$ cat src/rtl/sd_int_reg_bank_pkg.sv
// Shared definitions for the SD host interrupt register bank.
package sd_int_reg_bank_pkg;

  localparam int unsigned INT_ADDR_W = 2;

  typedef enum logic [INT_ADDR_W-1:0] {
    INT_ADDR_STATUS = 2'd0,
    INT_ADDR_STEN   = 2'd1,
    INT_ADDR_SGEN   = 2'd2,
    INT_ADDR_FORCE  = 2'd3
  } int_addr_e;

  // Normal interrupt event bit positions
  localparam int unsigned NI_CMD_COMPLETE  = 0;
  localparam int unsigned NI_XFER_COMPLETE = 1;
  localparam int unsigned NI_BLK_GAP       = 2;
  localparam int unsigned NI_DMA_INT       = 3;
  localparam int unsigned NI_BUF_WR_RDY    = 4;
  localparam int unsigned NI_BUF_RD_RDY    = 5;

  // Error interrupt event bit positions
  localparam int unsigned EI_CMD_TIMEOUT   = 0;
  localparam int unsigned EI_CMD_CRC       = 1;
  localparam int unsigned EI_CMD_END_BIT   = 2;
  localparam int unsigned EI_CMD_INDEX     = 3;
  localparam int unsigned EI_DAT_TIMEOUT   = 4;
  localparam int unsigned EI_DAT_CRC       = 5;
  localparam int unsigned EI_DAT_END_BIT   = 6;
  localparam int unsigned EI_ADMA          = 9;

endpackage

$ cat src/rtl/sd_int_bit_cell.sv
// One sticky interrupt status bit: optional edge detect, set-over-clear priority.
module sd_int_bit_cell #(
  parameter bit EDGE = 1'b1
) (
  input  logic clk,
  input  logic reset,
  input  logic evt,
  input  logic en,
  input  logic force_set,
  input  logic clr,
  output logic sts,
  output logic sts_nxt_c
);

  logic hit;

  generate
    if (EDGE) begin : g_edge
      logic evt_q;

      // Delay the raw event by one cycle for rising-edge detection
      always_ff @(posedge clk or negedge reset) begin
        if (!reset) evt_q <= 1'b0;
        else        evt_q <= evt;
      end

      assign hit = evt & ~evt_q;
    end else begin : g_level
      assign hit = evt;
    end
  endgenerate

  // Next status: an enabled set wins over a simultaneous W1C
  always_comb begin
    sts_nxt_c = sts;
    if ((hit | force_set) & en) sts_nxt_c = 1'b1;
    else if (clr)               sts_nxt_c = 1'b0;
  end

  // Sticky status flop
  always_ff @(posedge clk or negedge reset) begin
    if (!reset) sts <= 1'b0;
    else        sts <= sts_nxt_c;
  end

endmodule

$ cat src/rtl/sd_int_reg_bank.sv
// Interrupt status / status-enable / signal-enable / force register bank with one irq line.
module sd_int_reg_bank
  import sd_int_reg_bank_pkg::*;
#(
  parameter int unsigned      EVT_W     = 16,
  parameter logic [EVT_W-1:0] EDGE_MASK = '1,
  parameter logic [EVT_W-1:0] STS_RST   = '0,
  parameter logic [EVT_W-1:0] SIG_RST   = '0
) (
  input  logic                  clk,
  input  logic                  reset,
  input  logic [EVT_W-1:0]      evt_in,
  input  logic                  wr_en,
  input  logic                  rd_en,
  input  logic [INT_ADDR_W-1:0] addr,
  input  logic [EVT_W-1:0]      wr_data,
  output logic [EVT_W-1:0]      rd_data,
  output logic                  ack,
  output logic [EVT_W-1:0]      status,
  output logic                  irq
);

  logic             acc_c;
  logic             wr_acc_c;
  logic             rd_acc_c;
  logic [EVT_W-1:0] force_c;
  logic [EVT_W-1:0] clr_c;
  logic [EVT_W-1:0] sten;
  logic [EVT_W-1:0] sgen;
  logic [EVT_W-1:0] sten_nxt_c;
  logic [EVT_W-1:0] sgen_nxt_c;
  logic [EVT_W-1:0] status_nxt_c;
  logic [EVT_W-1:0] rd_mux_c;

  // Bus decode; requests during the ack cycle are dropped
  always_comb begin
    acc_c      = (wr_en | rd_en) & ~ack;
    wr_acc_c   = acc_c & wr_en;
    rd_acc_c   = acc_c & rd_en;
    force_c    = '0;
    clr_c      = '0;
    sten_nxt_c = sten;
    sgen_nxt_c = sgen;
    if (wr_acc_c) begin
      case (addr)
        INT_ADDR_STATUS: clr_c      = wr_data;
        INT_ADDR_STEN:   sten_nxt_c = wr_data;
        INT_ADDR_SGEN:   sgen_nxt_c = wr_data;
        default:         force_c    = wr_data;
      endcase
    end
  end

  // Read mux returns pre-write register contents
  always_comb begin
    rd_mux_c = '0;
    case (addr)
      INT_ADDR_STATUS: rd_mux_c = status;
      INT_ADDR_STEN:   rd_mux_c = sten;
      INT_ADDR_SGEN:   rd_mux_c = sgen;
      default:         rd_mux_c = '0;
    endcase
  end

  genvar gi;
  generate
    for (gi = 0; gi < EVT_W; gi++) begin : g_bit
      sd_int_bit_cell #(
        .EDGE (EDGE_MASK[gi])
      ) u_cell (
        .clk       (clk),
        .reset     (reset),
        .evt       (evt_in[gi]),
        .en        (sten[gi]),
        .force_set (force_c[gi]),
        .clr       (clr_c[gi]),
        .sts       (status[gi]),
        .sts_nxt_c (status_nxt_c[gi])
      );
    end
  endgenerate

  // Enable registers, bus response and interrupt line
  always_ff @(posedge clk or negedge reset) begin
    if (!reset) begin
      sten    <= STS_RST;
      sgen    <= SIG_RST;
      ack     <= 1'b0;
      rd_data <= '0;
      irq     <= 1'b0;
    end else begin
      sten <= sten_nxt_c;
      sgen <= sgen_nxt_c;
      ack  <= acc_c;
      if (rd_acc_c) rd_data <= rd_mux_c;
      irq  <= |(status_nxt_c & sgen_nxt_c);
    end
  end

endmodule

$ cat config.mk
export PLATFORM = sky130hd
export DESIGN_NAME = sd_int_reg_bank
export DESIGN_NICKNAME = d
export VERILOG_FILES = /design/src/rtl/sd_int_reg_bank_pkg.sv /design/src/rtl/sd_int_bit_cell.sv /design/src/rtl/sd_int_reg_bank.sv
export SDC_FILE = /design/constraint.sdc
export NUM_CORES = 1
export LEC_CHECK = 0
export CAP_MARGIN = 20
export CORE_AREA = 2 2 90 101
export CTS_BUF_LIST = sky130_fd_sc_hd__clkbuf_2 sky130_fd_sc_hd__clkbuf_4 sky130_fd_sc_hd__clkbuf_8
export CTS_CLUSTER_SIZE = 8
export DETAILED_ROUTE_END_ITERATION = 10
export DIE_AREA = 0 0 92 103
export DONT_BUFFER_PORTS = 1
export SETUP_SLACK_MARGIN = 0.02
export SLEW_MARGIN = 40
export SYNTH_ARGS = -nofsm -noshare
export SYNTH_HDL_FRONTEND = slang
export SYNTH_SLANG_ARGS = --single-unit
export TNS_END_PERCENT = 5
$ cat constraint.sdc
create_clock -name clk -period 2.85 [get_ports clk]
set_clock_uncertainty 0.1 [all_clocks]
set_input_delay 0.1425 -clock clk [delete_from_list [all_inputs] [get_ports clk]]
set_output_delay 0.1425 -clock clk [all_outputs]
set_load 0.02 [all_outputs]
==> impl_metrics.json, run 1 <==
{
  "place_area_sq_um": 3710,
  "syn_inst": 337,
  "path_max_fanout": 9,
  "root_buffer": "clkbuf_8",
  "dp_cells": 424,
  "max_freq_ghz": 0.412,
  "antenna_found_initial": 0,
  "clk_latency_ns": 0.35,
  "synth_compound_area_frac": 0.125,
  "p_leak_nw": 1.84,
  "coreArea_sq_um": 8560,
  "cp-end-kind": "register",
  "fin_crit_ns": 2.43,
  "grt_use_total": 0.192,
  "drt-initial-drc-count": 121,
  "synthMuxAreaShare": 0.137,
  "grt.overflow.total": 0,
  "start_util": 0.436,
  "n_antenna_cell": 0,
  "drive_above_1_share": 0.140,
  "synth_top_family_by_area": "multiplexers",
  "hold_viol": 0,
  "cts_setup_buffers": 0,
  "design_area_sq_um": 4330,
  "area_growth_pct": 16.1,
  "tritoncts": "yes",
  "viasPerCell": 5.40,
  "syn_area_sq_um": 3730,
  "numCtsBuffers": 9,
  "status": "finished clean",
  "wire_per_inst_microns": 18.2,
  "place_hpwl_mm": 5.73,
  "grt_pass1_vias": 2649,
  "syn_avg_cell_area_sq_um": 11.1,
  "grt_pass1_wl_mm": 13.8,
  "ir_worst_vdd_v": 0.000323,
  "rsz0062_at_grt": "no",
  "final_antenna_net_count": 0,
  "cts.sinks": 82,
  "pre_cts_ws_ns": 0.419,
  "clk_pin_slew_ns": 0.09,
  "num_vias": 2581,
  "crit_required_ns": 2.97,
  "synth-simple-area-share": 0.104,
  "synthAdderAreaFrac": 0,
  "worst_pin_slew_ns": 0.691,
  "firstDrtPassIters": 4,
  "stdcell_count": 478,
  "setup_violations": 0,
  "io_buffer_count": 0,
  "postCtsHoldBufs": 38,
  "path_class": "register to register",
  "syn_nets": 375,
  "h-tree-depth": 3,
  "die-area_sq_um": 9480,
  "boundaryPins": 72,
  "drt-total-wl_mm": 8.70,
  "hold_path_class": "input port to register",
  "synthXorXnorAreaFrac": 0,
  "fin_setup_tns_ns": 0,
  "worst_slack_ns": 0.424,
  "place.gp.congestion": 0.720,
  "post-route-drc-count": 0,
  "slew_viol_final": 0,
  "slew_headroom": 0.538,
  "layout.nets": 397,
  "synth_cell_types": 34,
  "cts_buffer_depth": 2,
  "die_w_microns": 92,
  "critPathArrivalTime_ns": 2.55,
  "grt_max_degree": 83,
  "ys_seq_area_frac": 0.550,
  "max_cap_viol_count": 0,
  "yosys_warnings": 0,
  "fin_hold_ws_ns": 0.0132,
  "ys_ff_latch": 82,
  "rows": 36,
  "die_h_microns": 103,
  "startpoint_type": "register",
  "ctsResizeCount": 0,
  "period_share": 0.851,
  "powerDensity_nw_per_um2": 733
}
sequential cells by signal (all words and copies together), names as in the netlist:
signal / flops
ack: 1
g_bit.u_cell.g_edge.evt_q: 16
g_bit.u_cell.sts: 16
irq: 1
rd_data: 16
sgen: 16
sten: 16
power breakdown:
group          internal [mW]  switching, mW
Sequential              1.39          0.307
Clock                  0.491          0.427
Combinational          0.277          0.280
cell families (layout without fill, tap and decap cells):
logic type,count (synthesis),after routing
flops,82,82
simple gates,76,76
compound gates,71,71
buf+inv,60,87
mux,48,48
placed cells by master, fill, tap and decap left out, drive strengths merged:
| cell | instances |
|---|---|
| clkinv | 3 |
| o21ai | 8 |
| or4b | 1 |
| and2b | 1 |
| and4bb | 2 |
| dfrtp | 82 |
| a32oi | 14 |
| clkinvlp | 2 |
| nand3b | 9 |
| mux2i | 22 |
| nand2 | 7 |
| buf | 8 |
| dlygate4sd3 | 37 |
| nand2b | 2 |
| a21oi | 32 |
| clkbuf | 9 |
| a31oi | 6 |
| nor2b | 1 |
| and4b | 1 |
| nand4 | 1 |
| bufinv | 2 |
| a2111oi | 4 |
| nor2 | 34 |
| mux2 | 26 |
| nand3 | 17 |
| inv | 26 |
| o211ai | 1 |
| a21boi | 6 |
layer usage:
layer  vias up  track usage  routed length, microns
met5         -            0                       0
met4         0       0.0620                     102
met3         9       0.0534                     485
met2        60        0.335                    4370
met1      1293        0.232                    3750
li1       1219            -                       -
critical path: stages (launching register included):
cell       delay [ns]
dfrtp_1          0.39
or4b_1           0.71
o21ai_0          0.31
a31oi_1          0.11
a2111oi_0        0.42
buf_4            0.19
nand4_1          0.07
path summary, 6_finish.rpt:
kind / start / end / slack, ns / depth (start not counted)
max: ack$_DFF_PN0_ / irq$_DFF_PN0_ / 0.42 / 6
min: addr[1] / rd_data[13]$_DFFE_PN0P_ / 0.01 / 3
max reg2reg: ack$_DFF_PN0_ / irq$_DFF_PN0_ / 0.42 / 6
min reg2reg: g_bit[12].u_cell.g_edge.evt_q$_DFF_PN0_ / g_bit[12].u_cell.sts$_DFF_PN0_ / 0.41 / 1
max in group asynchronous: reset / sten[7]$_DFFE_PN0P_ / 2.06 / 2
min in group asynchronous: reset / sgen[3]$_DFF_PN0_ / 0.25 / 2
final cells by class:
| type | instances | area [sq um] |
|---|---|---|
| inverter | 26 | 97.6 |
| timing repair buffer | 45 | 450 |
| clock buffer | 9 | 124 |
| clock inverter | 7 | 93.8 |
| multi-input combinational | 195 | 1370 |
| fill | 829 | 4230 |
| sequential | 82 | 2050 |
| tap | 114 | 143 |
cells in the mapped netlist (all sizes together):
cell / number / area, sq um
nand3: 17 / 90.1
nand3b: 9 / 67.6
nand2b: 2 / 12.5
or4b: 1 / 10.0
a31oi: 6 / 37.5
a2111oi: 4 / 47.6
inv: 26 / 97.6
dfrtp: 82 / 2050
nand4: 1 / 6.26
o211ai: 1 / 7.51
clkbuf: 11 / 41.3
nor2: 34 / 128
and4b: 1 / 10.0
nand2: 7 / 26.3
o21ai: 8 / 40.0
and2b: 1 / 7.51
a21boi: 6 / 45.0
a32oi: 14 / 130
mux2: 26 / 293
nor2b: 1 / 6.26
a21oi: 32 / 160
mux2i: 22 / 220
and4bb: 2 / 25.0
buf: 23 / 170
metrics by stage:
step	util	power, mW
floorplan	-	2.11
global placement	0.434	2.18
detailed placement	0.434	2.20
CTS	0.506	3.20
global route	0.506	3.35
finish	0.506	3.17
Power figures use the tool's default switching activity.
==> run 2, diff against run 1 <==
--- a/config.mk
+++ b/config.mk
@@ -7,7 +7,7 @@
 export LEC_CHECK = 0
 export CAP_MARGIN = 20
 export CORE_AREA = 2 2 90 101
-export CTS_BUF_LIST = sky130_fd_sc_hd__clkbuf_2 sky130_fd_sc_hd__clkbuf_4 sky130_fd_sc_hd__clkbuf_8
+export CTS_BUF_LIST = sky130_fd_sc_hd__clkbuf_4
 export CTS_CLUSTER_SIZE = 8
 export DETAILED_ROUTE_END_ITERATION = 10
 export DIE_AREA = 0 0 92 103
==> run 2 against run 1 <==
  * Final cell count unchanged
  * Combinational power is 1% higher
  * First-iteration DRC count increased by 3.3%
  * Global-route usage is 0.060 points lower
  * Critical path depth unchanged
  * Critical path type unchanged
  * Largest power group unchanged
  * Highest routed layer unchanged
==> impl_metrics.json, run 2 (same netlist as run 1, synthesis figures left out) <==
{
  "area_growth_pct": 14.4,
  "crit_path_cell_trace": "or4b_1 -> o21ai_0 -> a31oi_1 -> a2111oi_0 -> buf_4 -> nand4_1",
  "start_util": 0.436,
  "period_share": 0.851,
  "pre_cts_ws_ns": 0.419,
  "wire_per_inst_microns": 18.1,
  "h-tree-depth": 3,
  "rsz0062_at_grt": "no",
  "powerDensity_nw_per_um2": 707,
  "numCtsBuffers": 9,
  "drt-initial-drc-count": 125,
  "grt_pass1_vias": 2657,
  "slowest_stage": "or4b_1",
  "grt_use_total": 0.191,
  "layout.nets": 397,
  "r2r_setup_slack_ns": 0.43,
  "place.gp.congestion": 0.720,
  "r2r_end": "irq$_DFF_PN0_",
  "die_w_microns": 92,
  "p_leak_nw": 1.82,
  "dp_cells": 424,
  "root_buffer": "clkbuf_4",
  "slew_viol_final": 0,
  "ff2ff_path_depth": 6,
  "min_from": "addr[0]",
  "hold_end": "rd_data[2]$_DFFE_PN0P_",
  "antenna_found_initial": 0,
  "grt_max_degree": 83,
  "worst_slack_ns": 0.426,
  "clk_pin_slew_ns": 0.14,
  "place_hpwl_mm": 5.73,
  "boundaryPins": 72,
  "die_h_microns": 103,
  "grt_pass1_wl_mm": 13.9,
  "clk_latency_ns": 0.43,
  "drt-total-wl_mm": 8.65,
  "rows": 36,
  "coreArea_sq_um": 8560,
  "final_common_cell": "dfrtp_1",
  "tritoncts": "yes",
  "crit_family": "compound AO/OA/AOI/OAI gates",
  "cts_buffer_depth": 2,
  "path_class": "register to register",
  "grt.overflow.total": 0,
  "startpoint_type": "register",
  "holdPathStages": 3,
  "crit_required_ns": 3.06,
  "slew_headroom": 0.453,
  "status": "finished clean",
  "io_buffer_count": 0,
  "ctsResizeCount": 0,
  "cts_setup_buffers": 0,
  "critPathMaxStageDelay_ns": 0.71,
  "fin_setup_tns_ns": 0,
  "firstDrtPassIters": 4,
  "post-route-drc-count": 0,
  "path_max_fanout": 9,
  "die-area_sq_um": 9480,
  "n_antenna_cell": 0,
  "cp-end-kind": "register",
  "num_vias": 2571,
  "viasPerCell": 5.38,
  "crit_buf_inv": 1,
  "ir_worst_vdd_v": 0.000281,
  "drive_above_1_share": 0.140,
  "setup_violations": 0,
  "crit_cells": 6,
  "final_antenna_net_count": 0,
  "hold_path_class": "input port to register",
  "max_freq_ghz": 0.412,
  "final_cell_mix": "dfrtp_1 (82), dlygate4sd3_1 (36), nor2_1 (34)",
  "stdcell_count": 478,
  "max_cap_viol_count": 0,
  "worst_pin_slew_ns": 0.820,
  "hold_viol": 0,
  "fin_crit_ns": 2.42,
  "cts.sinks": 82,
  "critPathArrivalTime_ns": 2.64,
  "r2r_start": "ack$_DFF_PN0_"
}
## run 2: cell count changes in the layout (fill, tap and decap cells not counted)
cell	change
clkbuf_4	+9
buf_2	+1
dlygate4sd3_1	-1
and4b_1	+1
clkbuf_8	-9
and4b_2	-1
## run 2: final cells by class
type                            count  area (sq um)
Fill cell                         846          4290
Sequential cell                    82          2050
Multi-Input combinational cell    195          1370
Timing Repair Buffer               45           445
Tap cell                          114           143
Inverter                           26          97.6
Clock inverter                      7          93.8
Clock buffer                        9          67.6
## run 2: how the worst max path moves through the flow
| stage | startpoint | endpoint | slack, ns |
|---|---|---|---|
| 2_1_floorplan | ack$_DFF_PN0_ | irq$_DFF_PN0_ | 0.64 |
| 3_3_place_gp | ack$_DFF_PN0_ | irq$_DFF_PN0_ | 0.47 |
| 3_5_place_dp | ack$_DFF_PN0_ | irq$_DFF_PN0_ | 0.42 |
| 4_1_cts | ack$_DFF_PN0_ | irq$_DFF_PN0_ | 0.38 |
| 5_1_grt | ack$_DFF_PN0_ | irq$_DFF_PN0_ | 0.25 |
| 6_report | ack$_DFF_PN0_ | irq$_DFF_PN0_ | 0.43 |
## run 2: stage by stage
stage / util / power (mW) / instance area, sq um / hold WS, ns
2_1_floorplan: - / 2.11 / 3730 / -0.253
3_3_place_gp: 0.434 / 2.18 / 3710 / -0.251
3_5_place_dp: 0.434 / 2.20 / 3710 / -0.252
4_1_cts: 0.499 / 3.05 / 4270 / 0.00132
5_1_grt: 0.499 / 3.19 / 4270 / 0.0315
6_report: 0.499 / 3.02 / 4270 / 0.00813
## run 2: timing repair
item / 4_1_cts / 5_1_grt
hold buffers: 38 / 0
endpoints found under the setup margin: 0 / 0
endpoints found under the hold margin: 164 / 0
## run 2: where the power goes
group / internal (mW) / switching, mW / leakage (nW)
logic: 0.277 / 0.287 / 0.809
clock network: 0.354 / 0.405 / 0.0819
registers: 1.39 / 0.305 / 0.925
total: 2.02 / 0.998 / 1.82
## run 2: layer usage
metal  GRT usage  vias up  part of all wire
li1            -     1216                 -
met1       0.231     1283              0.43
met2       0.331       57              0.50
met3      0.0468       15             0.050
met4      0.0781        0             0.018
met5           0        -                 0
## run 2: worst register-to-register path: stages, from the launching register on
cell and delay, ns:
dfrtp_1 0.40, or4b_1 0.71, o21ai_0 0.31, a31oi_1 0.12, a2111oi_0 0.42, buf_4 0.19
nand4_1 0.07
==> run 3, diff against run 2 <==
--- a/config.mk
+++ b/config.mk
@@ -8,10 +8,12 @@
 export CAP_MARGIN = 20
 export CORE_AREA = 2 2 90 101
 export CTS_BUF_LIST = sky130_fd_sc_hd__clkbuf_4
+export CTS_CLUSTER_DIAMETER = 30
 export CTS_CLUSTER_SIZE = 8
 export DETAILED_ROUTE_END_ITERATION = 10
 export DIE_AREA = 0 0 92 103
 export DONT_BUFFER_PORTS = 1
+export RECOVER_POWER = 25
 export SETUP_SLACK_MARGIN = 0.02
 export SLEW_MARGIN = 40
 export SYNTH_ARGS = -nofsm -noshare
==> run 3 against run 2 <==
  * The run now ends with capacitance limit, slew limit left
  * Largest power group unchanged
  * Die area did not move
  * Hold slack improved by 0.0028 ns
  * Routed wire length rose by 0.12%
  * Utilization fell by 0.26 points
  * Clock power barely moved
  * Register-to-register slack barely moved
  * Clock-buffer cell count did not move
  * Final cell count did not move
==> impl_metrics.json, run 3 (same netlist as run 1, synthesis figures left out) <==
{
  "fin_setup_tns_ns": 0,
  "p_leak_nw": 1.81,
  "rows": 36,
  "post-route-drc-count": 0,
  "die_h_microns": 103,
  "slew_viol_final": 83,
  "area_growth_pct": 13.8,
  "grt_max_degree": 83,
  "fin_crit_ns": 2.42,
  "rsz0062_at_grt": "no",
  "critPathArrivalTime_ns": 2.64,
  "path_max_fanout": 9,
  "drive_above_1_share": 0.140,
  "hold_viol": 0,
  "cts_buffer_depth": 2,
  "start_util": 0.436,
  "max_freq_ghz": 0.413,
  "fillCellCount": 849,
  "place.gp.congestion": 0.720,
  "final_cell_mix": "dfrtp_1 (82), dlygate4sd3_1 (36), nor2_1 (34)",
  "status": "complete, but fails checks",
  "cts.sinks": 82,
  "place_hpwl_mm": 5.73,
  "grt.overflow.total": 0,
  "cp-end-kind": "register",
  "postCtsHoldBufs": 38,
  "grt_use_total": 0.191,
  "clk_latency_ns": 0.43,
  "die_w_microns": 92,
  "final_common_cell": "dfrtp_1",
  "slew_headroom": -0.353,
  "critPathMaxStageDelay_ns": 0.71,
  "root_buffer": "clkbuf_4",
  "viasPerCell": 5.39,
  "worst_pin_slew_ns": 2.03,
  "drt-initial-drc-count": 127,
  "drt-total-wl_mm": 8.66,
  "boundaryPins": 72,
  "hold_path_class": "input port to register",
  "violations": "capacitance limit, slew limit",
  "tritoncts": "yes",
  "ctsResizeCount": 0,
  "n_antenna_cell": 0,
  "io_buffer_count": 0,
  "grt_pass1_wl_mm": 13.9,
  "num_vias": 2578,
  "coreArea_sq_um": 8560,
  "antenna_found_initial": 0,
  "design_area_sq_um": 4250,
  "final_antenna_net_count": 0,
  "post-route-util": 0.496,
  "crit_path_cell_trace": "or4b_1 -> o21ai_0 -> a31oi_1 -> a2111oi_0 -> buf_4 -> nand4_1",
  "path_class": "register to register",
  "cts_setup_buffers": 0,
  "startpoint_type": "register",
  "ir_worst_vdd_v": 0.000281,
  "slowest_stage": "or4b_1",
  "max_cap_viol_count": 1,
  "clk_pin_slew_ns": 0.14,
  "layout.nets": 397,
  "crit_required_ns": 3.06,
  "wire_per_inst_microns": 18.1,
  "die-area_sq_um": 9480,
  "firstDrtPassIters": 4,
  "setup_violations": 0,
  "place_area_sq_um": 3710,
  "numCtsBuffers": 9,
  "period_share": 0.850,
  "grt_pass1_vias": 2657,
  "h-tree-depth": 3,
  "powerDensity_nw_per_um2": 710
}
## run 3: cell count changes in the layout (fill, tap and decap cells not counted), sizes merged
cell	change
buf	-1
clkbuf	+1
## run 3: stage by stage
step / total power, mW / hold slack, ns / std cells / worst slack (ns)
after floorplan: 2.11 / -0.253 / 337 / 0.637
after detailed placement: 2.20 / -0.252 / 424 / 0.419
after CTS: 3.05 / 0.00132 / 478 / 0.380
after global routing: 3.19 / 0.0315 / 478 / 0.247
after global placement: 2.18 / -0.251 / 424 / 0.465
final: 3.01 / 0.0110 / 478 / 0.426
## run 3: final cells by class
class	instances	area, sq um	area share
flip-flops and latches	82	2050	0.483
multi-input cells	195	1370	0.323
repair buffers	45	423	0.0996
well taps	114	143	0.0336
inverters	26	97.6	0.0230
clock inverters	7	93.8	0.0221
clock buffers	9	67.6	0.0159
## run 3: path summary, 6_finish.rpt
kind	start	end	slack, ns	depth (start not counted)
hold / removal	addr[0]	rd_data[2]$_DFFE_PN0P_	0.01	3
max in group asynchronous	reset	g_bit[12].u_cell.g_edge.evt_q$_DFF_PN0_	0.69	2
hold reg to reg	g_bit[12].u_cell.g_edge.evt_q$_DFF_PN0_	g_bit[12].u_cell.sts$_DFF_PN0_	0.41	1
min in group asynchronous	reset	sgen[7]$_DFF_PN0_	0.79	2
setup reg to reg	ack$_DFF_PN0_	irq$_DFF_PN0_	0.43	6
setup / recovery	ack$_DFF_PN0_	irq$_DFF_PN0_	0.43	6
## run 3: report_power, final
group,internal [mW],switching (mW),total [mW]
Combinational,0.273,0.287,0.560
Sequential,1.39,0.305,1.70
Clock,0.354,0.406,0.759
## run 3: layer usage
| layer | vias to the layer above | track usage | routed length, microns |
|---|---|---|---|
| li1 | 1215 | - | - |
| met1 | 1288 | 0.231 | 3740 |
| met3 | 15 | 0.0468 | 454 |
| met4 | 0 | 0.0781 | 159 |
| met5 | - | 0 | 0 |
| met2 | 60 | 0.331 | 4300 |
## run 3: critical path: cells and delay by family, from the launching register on
kind | cells | cell delay (ns)
AOI/OAI and AO/OA | 3 | 0.83
and+or+nand+nor | 2 | 0.78
DFF | 1 | 0.40
buffers and inverters | 1 | 0.19
